File: src/rtl/ysyx_25020037_imem_resp.sv
// ----------------------------------------------------------------------------
// ysyx_25020037_imem_resp
// Memory-side responder for the icache refill port. A level mem_req is turned
// into one AXI4-Lite read (AR then R), and the returned word is handed back as
// a single-cycle mem_ready/mem_data pulse. One read is outstanding at a time.
//
// Optional feature: define YSYX_25020037_IMEM_TIMEOUT_EN to bound the R phase
// to TIMEOUT_CYCLES cycles. On expiry, ERR_DATA is returned and mem_err is set.
// Without the macro, the R phase waits indefinitely for rvalid.
// ----------------------------------------------------------------------------
module ysyx_25020037_imem_resp #(
    parameter int                    ADDR_WIDTH     = 32,
    parameter int                    DATA_WIDTH     = 32,
    parameter logic [DATA_WIDTH-1:0] ERR_DATA       = 32'h0000_0000,
    parameter int                    TIMEOUT_CYCLES = 256
) (
    input  logic                  clk,
    input  logic                  rst_n,
    input  logic                  mem_req,
    input  logic [ADDR_WIDTH-1:0] mem_addr,
    output logic [DATA_WIDTH-1:0] mem_data,
    output logic                  mem_ready,
    output logic                  mem_err,
    output logic [ADDR_WIDTH-1:0] araddr,
    output logic                  arvalid,
    input  logic                  arready,
    input  logic [DATA_WIDTH-1:0] rdata,
    input  logic [1:0]            rresp,
    input  logic                  rvalid,
    output logic                  rready
);

    typedef enum logic [1:0] {
        ST_IDLE = 2'd0,
        ST_AR   = 2'd1,
        ST_R    = 2'd2,
        ST_HOLD = 2'd3
    } state_t;

    // An AXI read response is good only when it is OKAY.
    function automatic logic resp_is_okay(input logic [1:0] resp);
        return (resp == 2'b00);
    endfunction

    state_t                state_r;
    state_t                state_nxt_s;
    logic [ADDR_WIDTH-1:0] araddr_r;
    logic [ADDR_WIDTH-1:0] araddr_nxt_s;
    logic                  arvalid_r;
    logic                  arvalid_nxt_s;
    logic                  rready_r;
    logic                  rready_nxt_s;
    logic                  mem_ready_r;
    logic                  mem_ready_nxt_s;
    logic [DATA_WIDTH-1:0] mem_data_r;
    logic [DATA_WIDTH-1:0] mem_data_nxt_s;
    logic                  mem_err_r;
    logic                  mem_err_nxt_s;

`ifdef YSYX_25020037_IMEM_TIMEOUT_EN
    localparam int CNT_W = (($clog2(TIMEOUT_CYCLES) + 1) < 8) ? 8 : ($clog2(TIMEOUT_CYCLES) + 1);
    localparam logic [CNT_W-1:0] CNT_LAST = CNT_W'(TIMEOUT_CYCLES - 1);
    localparam logic [CNT_W-1:0] CNT_ONE  = CNT_W'(1);

    logic [CNT_W-1:0] cnt_r;
    logic [CNT_W-1:0] cnt_nxt_s;
`endif

    // Next-state and next-output decode; every output is registered below.
    always_comb begin
        state_nxt_s     = state_r;
        araddr_nxt_s    = araddr_r;
        arvalid_nxt_s   = arvalid_r;
        rready_nxt_s    = rready_r;
        mem_ready_nxt_s = 1'b0;
        mem_data_nxt_s  = {DATA_WIDTH{1'b0}};
        mem_err_nxt_s   = mem_err_r;
`ifdef YSYX_25020037_IMEM_TIMEOUT_EN
        cnt_nxt_s       = cnt_r;
`endif
        case (state_r)
            ST_IDLE: begin
                if (mem_req) begin
                    araddr_nxt_s  = mem_addr;
                    arvalid_nxt_s = 1'b1;
                    state_nxt_s   = ST_AR;
                end else begin
                    state_nxt_s   = ST_IDLE;
                end
            end
            ST_AR: begin
                // rvalid is not looked at here: rready is still low.
                if (arready) begin
                    arvalid_nxt_s = 1'b0;
                    rready_nxt_s  = 1'b1;
                    state_nxt_s   = ST_R;
`ifdef YSYX_25020037_IMEM_TIMEOUT_EN
                    cnt_nxt_s     = {CNT_W{1'b0}};
`endif
                end else begin
                    state_nxt_s   = ST_AR;
                end
            end
            ST_R: begin
                if (rvalid) begin
                    rready_nxt_s    = 1'b0;
                    mem_ready_nxt_s = 1'b1;
                    state_nxt_s     = ST_HOLD;
                    if (resp_is_okay(rresp)) begin
                        mem_data_nxt_s = rdata;
                    end else begin
                        mem_data_nxt_s = ERR_DATA;
                        mem_err_nxt_s  = 1'b1;
                    end
                end else begin
`ifdef YSYX_25020037_IMEM_TIMEOUT_EN
                    if (cnt_r == CNT_LAST) begin
                        rready_nxt_s    = 1'b0;
                        mem_ready_nxt_s = 1'b1;
                        mem_data_nxt_s  = ERR_DATA;
                        mem_err_nxt_s   = 1'b1;
                        state_nxt_s     = ST_HOLD;
                    end else begin
                        cnt_nxt_s       = cnt_r + CNT_ONE;
                        state_nxt_s     = ST_R;
                    end
`else
                    state_nxt_s = ST_R;
`endif
                end
            end
            ST_HOLD: begin
                // The cache still holds mem_req during the cycle after the
                // pulse; waiting here prevents a duplicate read of that line.
                if (mem_req) begin
                    state_nxt_s = ST_HOLD;
                end else begin
                    state_nxt_s = ST_IDLE;
                end
            end
            default: begin
                state_nxt_s   = ST_IDLE;
                arvalid_nxt_s = 1'b0;
                rready_nxt_s  = 1'b0;
            end
        endcase
    end

    // State and output registers; reset abandons any transaction in flight.
    always_ff @(posedge clk or negedge rst_n) begin
        if (!rst_n) begin
            state_r     <= ST_IDLE;
            araddr_r    <= {ADDR_WIDTH{1'b0}};
            arvalid_r   <= 1'b0;
            rready_r    <= 1'b0;
            mem_ready_r <= 1'b0;
            mem_data_r  <= {DATA_WIDTH{1'b0}};
            mem_err_r   <= 1'b0;
        end else begin
            state_r     <= state_nxt_s;
            araddr_r    <= araddr_nxt_s;
            arvalid_r   <= arvalid_nxt_s;
            rready_r    <= rready_nxt_s;
            mem_ready_r <= mem_ready_nxt_s;
            mem_data_r  <= mem_data_nxt_s;
            mem_err_r   <= mem_err_nxt_s;
        end
    end

`ifdef YSYX_25020037_IMEM_TIMEOUT_EN
    // R-phase wait counter.
    always_ff @(posedge clk or negedge rst_n) begin
        if (!rst_n) begin
            cnt_r <= {CNT_W{1'b0}};
        end else begin
            cnt_r <= cnt_nxt_s;
        end
    end
`endif

    assign araddr    = araddr_r;
    assign arvalid   = arvalid_r;
    assign rready    = rready_r;
    assign mem_ready = mem_ready_r;
    assign mem_data  = mem_data_r;
    assign mem_err   = mem_err_r;

endmodule

File: config.mk
export PLATFORM = sky130hd
export DESIGN_NAME = ysyx_25020037_imem_resp
export DESIGN_NICKNAME = d
export VERILOG_FILES = /design/src/rtl/ysyx_25020037_imem_resp.sv
export SDC_FILE = /design/constraint.sdc
export NUM_CORES = 1
export LEC_CHECK = 0
export CELL_PAD_IN_SITES_DETAIL_PLACEMENT = 2
export CELL_PAD_IN_SITES_GLOBAL_PLACEMENT = 2
export CORE_MARGIN = 2
export CORE_UTILIZATION = 24
export DETAILED_ROUTE_END_ITERATION = 6
export PLACE_DENSITY = 0.92
export SLEW_MARGIN = 20
export SYNTH_ARGS = -nofsm -noshare
export SYNTH_HDL_FRONTEND = slang
export SYNTH_SLANG_ARGS = --single-unit
File: constraint.sdc
create_clock -name clk -period 1.75 [get_ports clk]
set_clock_uncertainty 0.2 [all_clocks]
set_input_delay 0.175 -clock clk [delete_from_list [all_inputs] [get_ports clk]]
set_output_delay 0.175 -clock clk [all_outputs]
set_load 0.05 [all_outputs]
==> results.toml, run 1 <==
[worst_setup_path]
crit_chain = "buf_4 -> nand3b_4 -> nor3_2 -> buf_12 -> and2_1"
crit_buf_inv = 2
worstPathRequired_ns = 1.82
end_kind = "register"
crit_fanout = 32
path_class = "reg -> reg"
cp.arrival_ns = 1.66
startpoint_type = "register"
crit_family = "simple AND/OR/NAND/NOR gates"
critPathMaxStageDelay_ns = 0.41
slowest_stage = "dfrtp_1"

[placement]
io_buffers = 138
placed_area_mm2 = 0.00392
place.gp.congestion = 0.690
pre_cts_slack_ns = -0.0800
hpwl_mm = 5.54

[synth]
post_synth.cell_area_avg_um2 = 15.4
synth.distinct_cells = 18
synthMuxAreaShare_pct = 14.3
postSynthCellCount = 164
synth-simple-area-share_pct = 10.6
yosys.area_share.xor_xnor_pct = 0
syn_area_mm2 = 0.00252
synthAdderAreaFrac_pct = 0
synth_nets = 235
synth_top_family_by_area = "multiplexers"
synth_compound_area_share_pct = 2.38
ys_seq_elements = 70
ys_seq_area_share_pct = 69.5
yosys_warnings = 0

[timing]
whs_ns = 0.138
slew_headroom_pct = 69.0
period_share_pct = 90.9
setup_viol = 0
timing.final.ws_setup_ns = 0.160
hold_viol = 0
fin_crit_ns = 1.59
fmax_mhz = 629
fin_setup_tns_ns = 0
rsz0062_at_grt = "no"
drv_slew = 0
tightestPinTransition_ns = 0.464

[clock_network]
clock_path_buffers = 2
numCtsBuffers = 9
cts-htree-levels = 3
cts-resized-gates = 0
postCtsHoldBufs = 1
path_clk_slew_ns = 0.08
post_cts_buffers = 0
clock_latency_ns = 0.33
clock-sinks = 70
cts_root_buffer = "clkbuf_8"
cts_tree = "built"

[route]
ant_nets = 0
wire_per_inst_um = 15.5
drtIter0Drc = 36
avgViaCountPerCell = 4.12
drt-total-wl_mm = 7.02
first_pass_iters = 3
vias = 1864
drc = 0

[floorplan]
start_util_pct = 24.5
io_pins = 139
die_x_um = 106
design.core.area_mm2 = 0.0103
num_rows = 37
dieHeight_um = 106
die_area_mm2 = 0.0113

[pwr]
seqPwrFrac_pct = 34.6
power_switching_uw = 2980
switching_share_pct = 43.7
ir_drop_mv = 0.800
p_leak_uw = 0.00194
pwr-share-comb_pct = 48.5
p_per_area_mw_per_mm2 = 1670
pwr-share-clk_pct = 16.9
fin_total_pwr_uw = 6830
p_int_uw = 3840

[layout]
design_area_mm2 = 0.00410
drive_gt1_share_pct = 38.3
area_growth_pct = 62.7
diodes = 0
final_nets = 383
fillers = 1063

[grt]
grtUsageTotal_pct = 13.0
grt_max_degree = 38
grt_first_pass_wirelength_mm = 11.2
antenna_found_initial = 0
grt_pass1_vias = 2161
grt_overflow_total = 0

[flow_run]
maxCapViolCount = 0

[outcome]
status = "complete, no violations"

[worst_hold_path]
hold_class = "in -> async"
[logic make-up after synthesis]
family / count (synthesis)
DFF: 70
and+or+nand+nor: 39
muxes: 32
buffers and inverters: 12
AOI/OAI and AO/OA: 11
[metal layers]
metal	global-route usage [%]	part of all wire (%)	vias to the layer above	wire length (um)
li1	-	-	832	-
met1	14.3	39	914	2750
met2	21.2	48	110	3380
met3	6.32	11	8	796
met4	5.84	1.4	0	97
met5	0	0	-	0
[stage by stage]
stage / utilization, % / cells
5_1_grt: 39.9 / 452
3_3_place_gp: 38.1 / 436
3_5_place_dp: 38.1 / 436
2_1_floorplan: - / 164
4_1_cts: 39.9 / 452
6_report: 39.9 / 452
[area by class of cell]
class	instances	area, um2	area share (%)
Inverter	4	15.0	0.366
Sequential cell	70	1750	42.7
Clock inverter	4	22.5	0.549
Clock buffer	11	151	3.69
Timing Repair Buffer	145	1300	31.7
Multi-Input combinational cell	82	687	16.8
Tap cell	136	170	4.15
[placed cells by master (no fill, tap or decap), types with 2 or more instances in the layout]
master and count:
clkinv_2 3, clkbuf_8 11, inv_1 4, mux2_1 4
dfrtp_1 70, nand2_1 2, buf_12 3, and2_1 32
a21oi_1 2, clkdlybuf4s50_1 69, mux2_2 28, o21ai_0 7
buf_4 72
[registers in the layout, summed over array words and instances, names as in the netlist]
signal,flops
mem_data,32
arvalid,1
state_r,2
mem_err,1
araddr,32
mem_ready,1
rready,1
[Yosys cell counts]
library cell	number	area, um2
nor2_1	1	3.75
mux2_1	4	45.0
nand3b_4	1	20.0
and2_1	32	200
o211ai_1	1	7.51
nor3_2	1	10.0
buf_2	1	5.00
buf_6	4	45.0
mux2_2	28	315
dfrtp_1	70	1750
a21oi_1	2	10.0
clkbuf_2	3	15.0
o21bai_1	1	7.51
nand2b_1	1	6.26
nand2_1	2	7.51
o21ai_0	7	35.0
inv_1	4	15.0
nor3b_4	1	18.8
[power groups by stage]
stage               Clock (uW)  Sequential (uW)  Combinational (uW)
floorplan                    0             3860                 730
global placement             0             2350                3260
detailed placement           0             2410                3360
CTS                       1220             2370                3370
global route              1300             2420                3480
finish                    1150             2360                3310
[path summary, 6_finish.rpt]
path | from | cells after the start | to | slack, ns
worst max-delay path | state_r[0] | 5 | mem_data[11] | 0.16
worst min-delay path | rst_n | 2 | araddr[5] | 0.14
worst max register to register | state_r[0] | 5 | mem_data[11] | 0.16
worst min register to register | mem_err | 1 | mem_err | 0.30
max in group asynchronous | rst_n | 3 | mem_data[0] | 0.64
min in group clk | rdata[1] | 2 | mem_data[1] | 0.19
No activity file was read; power rests on OpenSTA's default activity.
==> inputs of run 2 (changes only) <==
--- a/config.mk
+++ b/config.mk
@@ -7,7 +7,8 @@
 export LEC_CHECK = 0
 export CELL_PAD_IN_SITES_DETAIL_PLACEMENT = 2
 export CELL_PAD_IN_SITES_GLOBAL_PLACEMENT = 2
-export CORE_MARGIN = 2
+export CORE_ASPECT_RATIO = 1.2
+export CORE_MARGIN = 8
 export CORE_UTILIZATION = 24
 export DETAILED_ROUTE_END_ITERATION = 6
 export PLACE_DENSITY = 0.92
@@ -15,3 +16,4 @@
 export SYNTH_ARGS = -nofsm -noshare
 export SYNTH_HDL_FRONTEND = slang
 export SYNTH_SLANG_ARGS = --single-unit
+export TNS_END_PERCENT = 30
==> results.toml, run 2 (synthesized netlist as in run 1, its figures left out) <==
[route]
drt-total-wl_mm = 7.55
wire_per_inst_um = 16.9
ant_nets = 0
avgViaCountPerCell = 4.08
drtIter0Drc = 41
drc = 0
first_pass_iters = 3
vias = 1818

[placement]
hpwl_mm = 6.12
place.gp.congestion = 0.687
io_buffers = 138
pre_cts_slack_ns = -0.0927
dp_cells = 430

[clock_network]
clock_latency_ns = 0.32
numCtsBuffers = 9
clock-sinks = 70
cts-htree-levels = 3
cts_tree = "built"
clock_path_buffers = 2
postCtsHoldBufs = 1
cts_root_buffer = "clkbuf_16"
path_clk_slew_ns = 0.05
post_cts_buffers = 0
cts-resized-gates = 0

[pwr]
p_leak_uw = 0.00199
ir_drop_mv = 0.523
p_per_area_mw_per_mm2 = 1760

[timing]
rsz0062_at_grt = "no"
setup_viol = 0
timing.final.ws_setup_ns = 0.156
fin_setup_tns_ns = 0
fmax_mhz = 628
drv_slew = 0
tightestPinTransition_ns = 0.296
slew_headroom_pct = 80.3
fin_crit_ns = 1.59
hold_viol = 0
period_share_pct = 91.1

[floorplan]
num_rows = 41
die_area_mm2 = 0.0140
start_util_pct = 24.3
dieHeight_um = 128
io_pins = 139
design.core.area_mm2 = 0.0104
die_x_um = 110

[layout]
final_common_cell = "buf_4"
diodes = 0
area_growth_pct = 67.0
final_cell_mix = "73 x buf_4, 70 x dfrtp_1, 69 x clkdlybuf4s50_1, 32 x and2_1, 28 x mux2_2"
drive_gt1_share_pct = 37.9
stdcell_count = 446
final_nets = 384

[worst_hold_path]
hold_class = "in -> async"

[grt]
grt_pass1_vias = 2118
grt_first_pass_wirelength_mm = 11.7
antenna_found_initial = 0
grt_max_degree = 36
grtUsageTotal_pct = 11.2
grt_overflow_total = 0

[worst_setup_path]
path_class = "reg -> reg"
cp.arrival_ns = 1.65
worstPathRequired_ns = 1.81
end_kind = "register"
crit_fanout = 32
startpoint_type = "register"

[flow_run]
maxCapViolCount = 0

[outcome]
status = "complete, no violations"
run 2: cell types whose count changed in the layout (fill, tap and decap cells not counted), sizes merged:
cell      delta
buf          +1
bufinv       +1
clkinvlp     -1
run 2: worst paths after layout:
kind	cells past startpoint	start	slack, ns	to
max in group asynchronous	3	rst_n	0.76	mem_data[17]
worst min register to register	1	mem_err	0.30	mem_err
min in group clk	2	rdata[11]	0.20	mem_data[11]
worst max-delay path	5	state_r[0]	0.16	mem_data[1]
worst max register to register	5	state_r[0]	0.16	mem_data[1]
worst min-delay path	2	rst_n	0.08	araddr[2]
run 2: area by class of cell:
class,instances,area [um2]
Sequential cell,70,1750
Timing Repair Buffer,146,1310
Clock buffer,11,233
Clock inverter,4,48.8
Tap cell,129,161
Fill cell,1038,6160
Inverter,4,15.0
Multi-Input combinational cell,82,687
run 2: through the flow:
stage	hold WS, ns	total power (uW)	cell area [um2]	util [%]
after floorplan	-0.321	4590	2520	-
after global placement	-0.119	5650	3910	37.8
after detailed placement	-0.108	5800	3910	37.8
after CTS	0.0839	7550	4210	40.6
after global routing	0.0954	7790	4210	40.6
final	0.0781	7410	4210	40.6
run 2: worst max-delay path, cell delays in order (launching register included):
cell and delay (ns):
dfrtp_1 0.40, buf_4 0.17, nand3b_4 0.17, nor3_2 0.20, buf_12 0.19, and2_1 0.17
run 2: where the power goes:
part           internal (uW)  leakage [uW]  total (uW)  switching, uW
clock network           1090      0.000139        1710            623
logic                   1190      0.000961        3360           2170
registers               2090      0.000890        2340            256
total                   4360       0.00199        7410           3050
run 2: per-layer routing:
layer	vias to the layer above	routed length [um]	track usage, %
li1	832	-	-
met1	857	2710	11.4
met2	113	3450	17.0
met3	16	1250	8.15
met4	0	136	5.25
met5	-	0	0
==> inputs of run 3 (changes only) <==
--- a/config.mk
+++ b/config.mk
@@ -9,9 +9,9 @@
 export CELL_PAD_IN_SITES_GLOBAL_PLACEMENT = 2
 export CORE_ASPECT_RATIO = 1.2
 export CORE_MARGIN = 8
-export CORE_UTILIZATION = 24
+export CORE_UTILIZATION = 26
 export DETAILED_ROUTE_END_ITERATION = 6
-export PLACE_DENSITY = 0.92
+export PLACE_DENSITY = 0.95
 export SLEW_MARGIN = 20
 export SYNTH_ARGS = -nofsm -noshare
 export SYNTH_HDL_FRONTEND = slang
==> constraint.sdc (replaced) <==
create_clock -name clk -period 1.94 [get_ports clk]
set_clock_uncertainty 0.2 [all_clocks]
set_input_delay 0.194 -clock clk [delete_from_list [all_inputs] [get_ports clk]]
set_output_delay 0.194 -clock clk [all_outputs]
set_load 0.05 [all_outputs]
==> results.toml, run 3 (synthesized netlist as in run 1, its figures left out) <==
[outcome]
status = "complete, no violations"

[pwr]
ir_drop_mv = 0.461
switching_share_pct = 39.8
fin_total_pwr_uw = 6970
pwr-share-comb_pct = 44.3
seqPwrFrac_pct = 30.8
power_switching_uw = 2770
pwr-share-clk_pct = 24.9
p_leak_uw = 0.00198
p_per_area_mw_per_mm2 = 1590
p_int_uw = 4200

[route]
drt-total-wl_mm = 7.99
first_pass_iters = 3
drc = 0
avgViaCountPerCell = 4.23
vias = 1853
drtIter0Drc = 16
wire_per_inst_um = 18.2
ant_nets = 0

[grt]
grt_pass1_vias = 2233
grt_overflow_total = 0
grtUsageTotal_pct = 12.8
grt_max_degree = 38
antenna_found_initial = 0
grt_first_pass_wirelength_mm = 12.8

[layout]
diodes = 0
final_common_cell = "clkdlybuf4s50_1"
area_growth_pct = 74.0
final_core_util_pct = 46.3
final_cell_mix = "121 x clkdlybuf4s50_1, 70 x dfrtp_1, 32 x and2_1, 28 x mux2_2, 9 x clkbuf_16"
drive_gt1_share_pct = 17.8
fillers = 920
final_nets = 381

[floorplan]
design.core.area_mm2 = 0.00947
start_util_pct = 26.6
num_rows = 39
die_x_um = 106
io_pins = 139
die_area_mm2 = 0.0131
dieHeight_um = 124

[worst_setup_path]
crit_buf_inv = 1
worstPathRequired_ns = 1.55
startpoint_type = "register"
crit_family = "buffers and inverters"
cp.arrival_ns = 1.51
path_class = "reg -> out"
crit_fanout = 2
slowest_stage = "clkdlybuf4s50_1"
end_kind = "primary output"
critPathMaxStageDelay_ns = 0.82
crit_chain = "clkdlybuf4s50_1"

[clock_network]
clock-sinks = 70
clock_path_buffers = 2
cts-htree-levels = 3
cts_root_buffer = "clkbuf_16"
path_clk_slew_ns = 0.05
cts_tree = "built"
post_cts_buffers = 0
clock_latency_ns = 0.32
numCtsBuffers = 9

[timing]
fin_crit_ns = 1.90
timing.final.ws_setup_ns = 0.0390
fmax_mhz = 526
hold_viol = 0
fin_setup_tns_ns = 0
tightestPinTransition_ns = 0.556
slew_headroom_pct = 62.8
period_share_pct = 98.0
setup_viol = 0
drv_slew = 0
rsz0062_at_grt = "no"

[placement]
io_buffers = 138
hpwl_mm = 6.29
place.gp.congestion = 0.680
pre_cts_slack_ns = 0.0246

[flow_run]
maxCapViolCount = 0

[worst_hold_path]
hold_class = "in -> async"
## run 3: repair_timing
item,CTS,global route
hold buffers,1,0
hold endpoints to repair,36,0
resized for setup,2,8
cloned,0,0
endpoints found under the setup margin,2,8
## run 3: worst paths after layout
| check | from | endpoint | slack, ns | cells after the start |
|---|---|---|---|---|
| worst max-delay path | araddr[8] | araddr[8] | 0.04 | 1 |
| worst min-delay path | rst_n | araddr[5] | 0.17 | 2 |
| worst max register to register | state_r[0] | araddr[31] | 0.25 | 3 |
| worst min register to register | araddr[30] | araddr[30] | 0.28 | 1 |
| max in group asynchronous | rst_n | mem_data[29] | 0.81 | 3 |
| min in group clk | rdata[1] | mem_data[1] | 0.23 | 2 |
## run 3: layer usage
| layer | GRT usage (%) | up-vias | routed length (um) |
|---|---|---|---|
| met5 | 0 | - | 0 |
| met4 | 4.49 | 0 | 107 |
| met3 | 6.78 | 10 | 950 |
| met2 | 21.3 | 110 | 3890 |
| met1 | 13.6 | 907 | 3040 |
| li1 | - | 826 | - |
## run 3: final cells by class
class | count | area, um2 | area share, %
Clock inverter | 4 | 70.1 | 1.60
Multi-Input combinational cell | 82 | 687 | 15.7
Clock buffer | 12 | 246 | 5.62
Timing Repair Buffer | 143 | 1460 | 33.3
Inverter | 4 | 15.0 | 0.343
Tap cell | 123 | 154 | 3.51
Sequential cell | 70 | 1750 | 40.0
## run 3: metrics by stage
| step | cell area [um2] | instances | hold slack (ns) |
|---|---|---|---|
| 6_report | 4380 | 438 | 0.173 |
| 5_1_grt | 4380 | 438 | 0.210 |
| 4_1_cts | 4360 | 438 | 0.181 |
| 3_5_place_dp | 4040 | 421 | -0.00328 |
| 3_3_place_gp | 4040 | 421 | -0.0181 |
| 2_1_floorplan | 2520 | 164 | -0.302 |
## run 3: worst reg2reg max path, delay by kind of cell, from the launching register on
kind,cells,cell delay [ns]
flip-flops,1,0.49
multiplexers,1,0.40
AND/OR/NAND/NOR,1,0.25
buffers and inverters,1,0.23
## run 3: power groups by stage
stage,Combinational [uW],Sequential (uW),Clock [uW]
6_report,3090,2150,1730
5_1_grt,3240,2210,1850
4_1_cts,3140,2160,1800
3_5_place_dp,3150,2180,0
3_3_place_gp,3060,2130,0
2_1_floorplan,659,3480,0
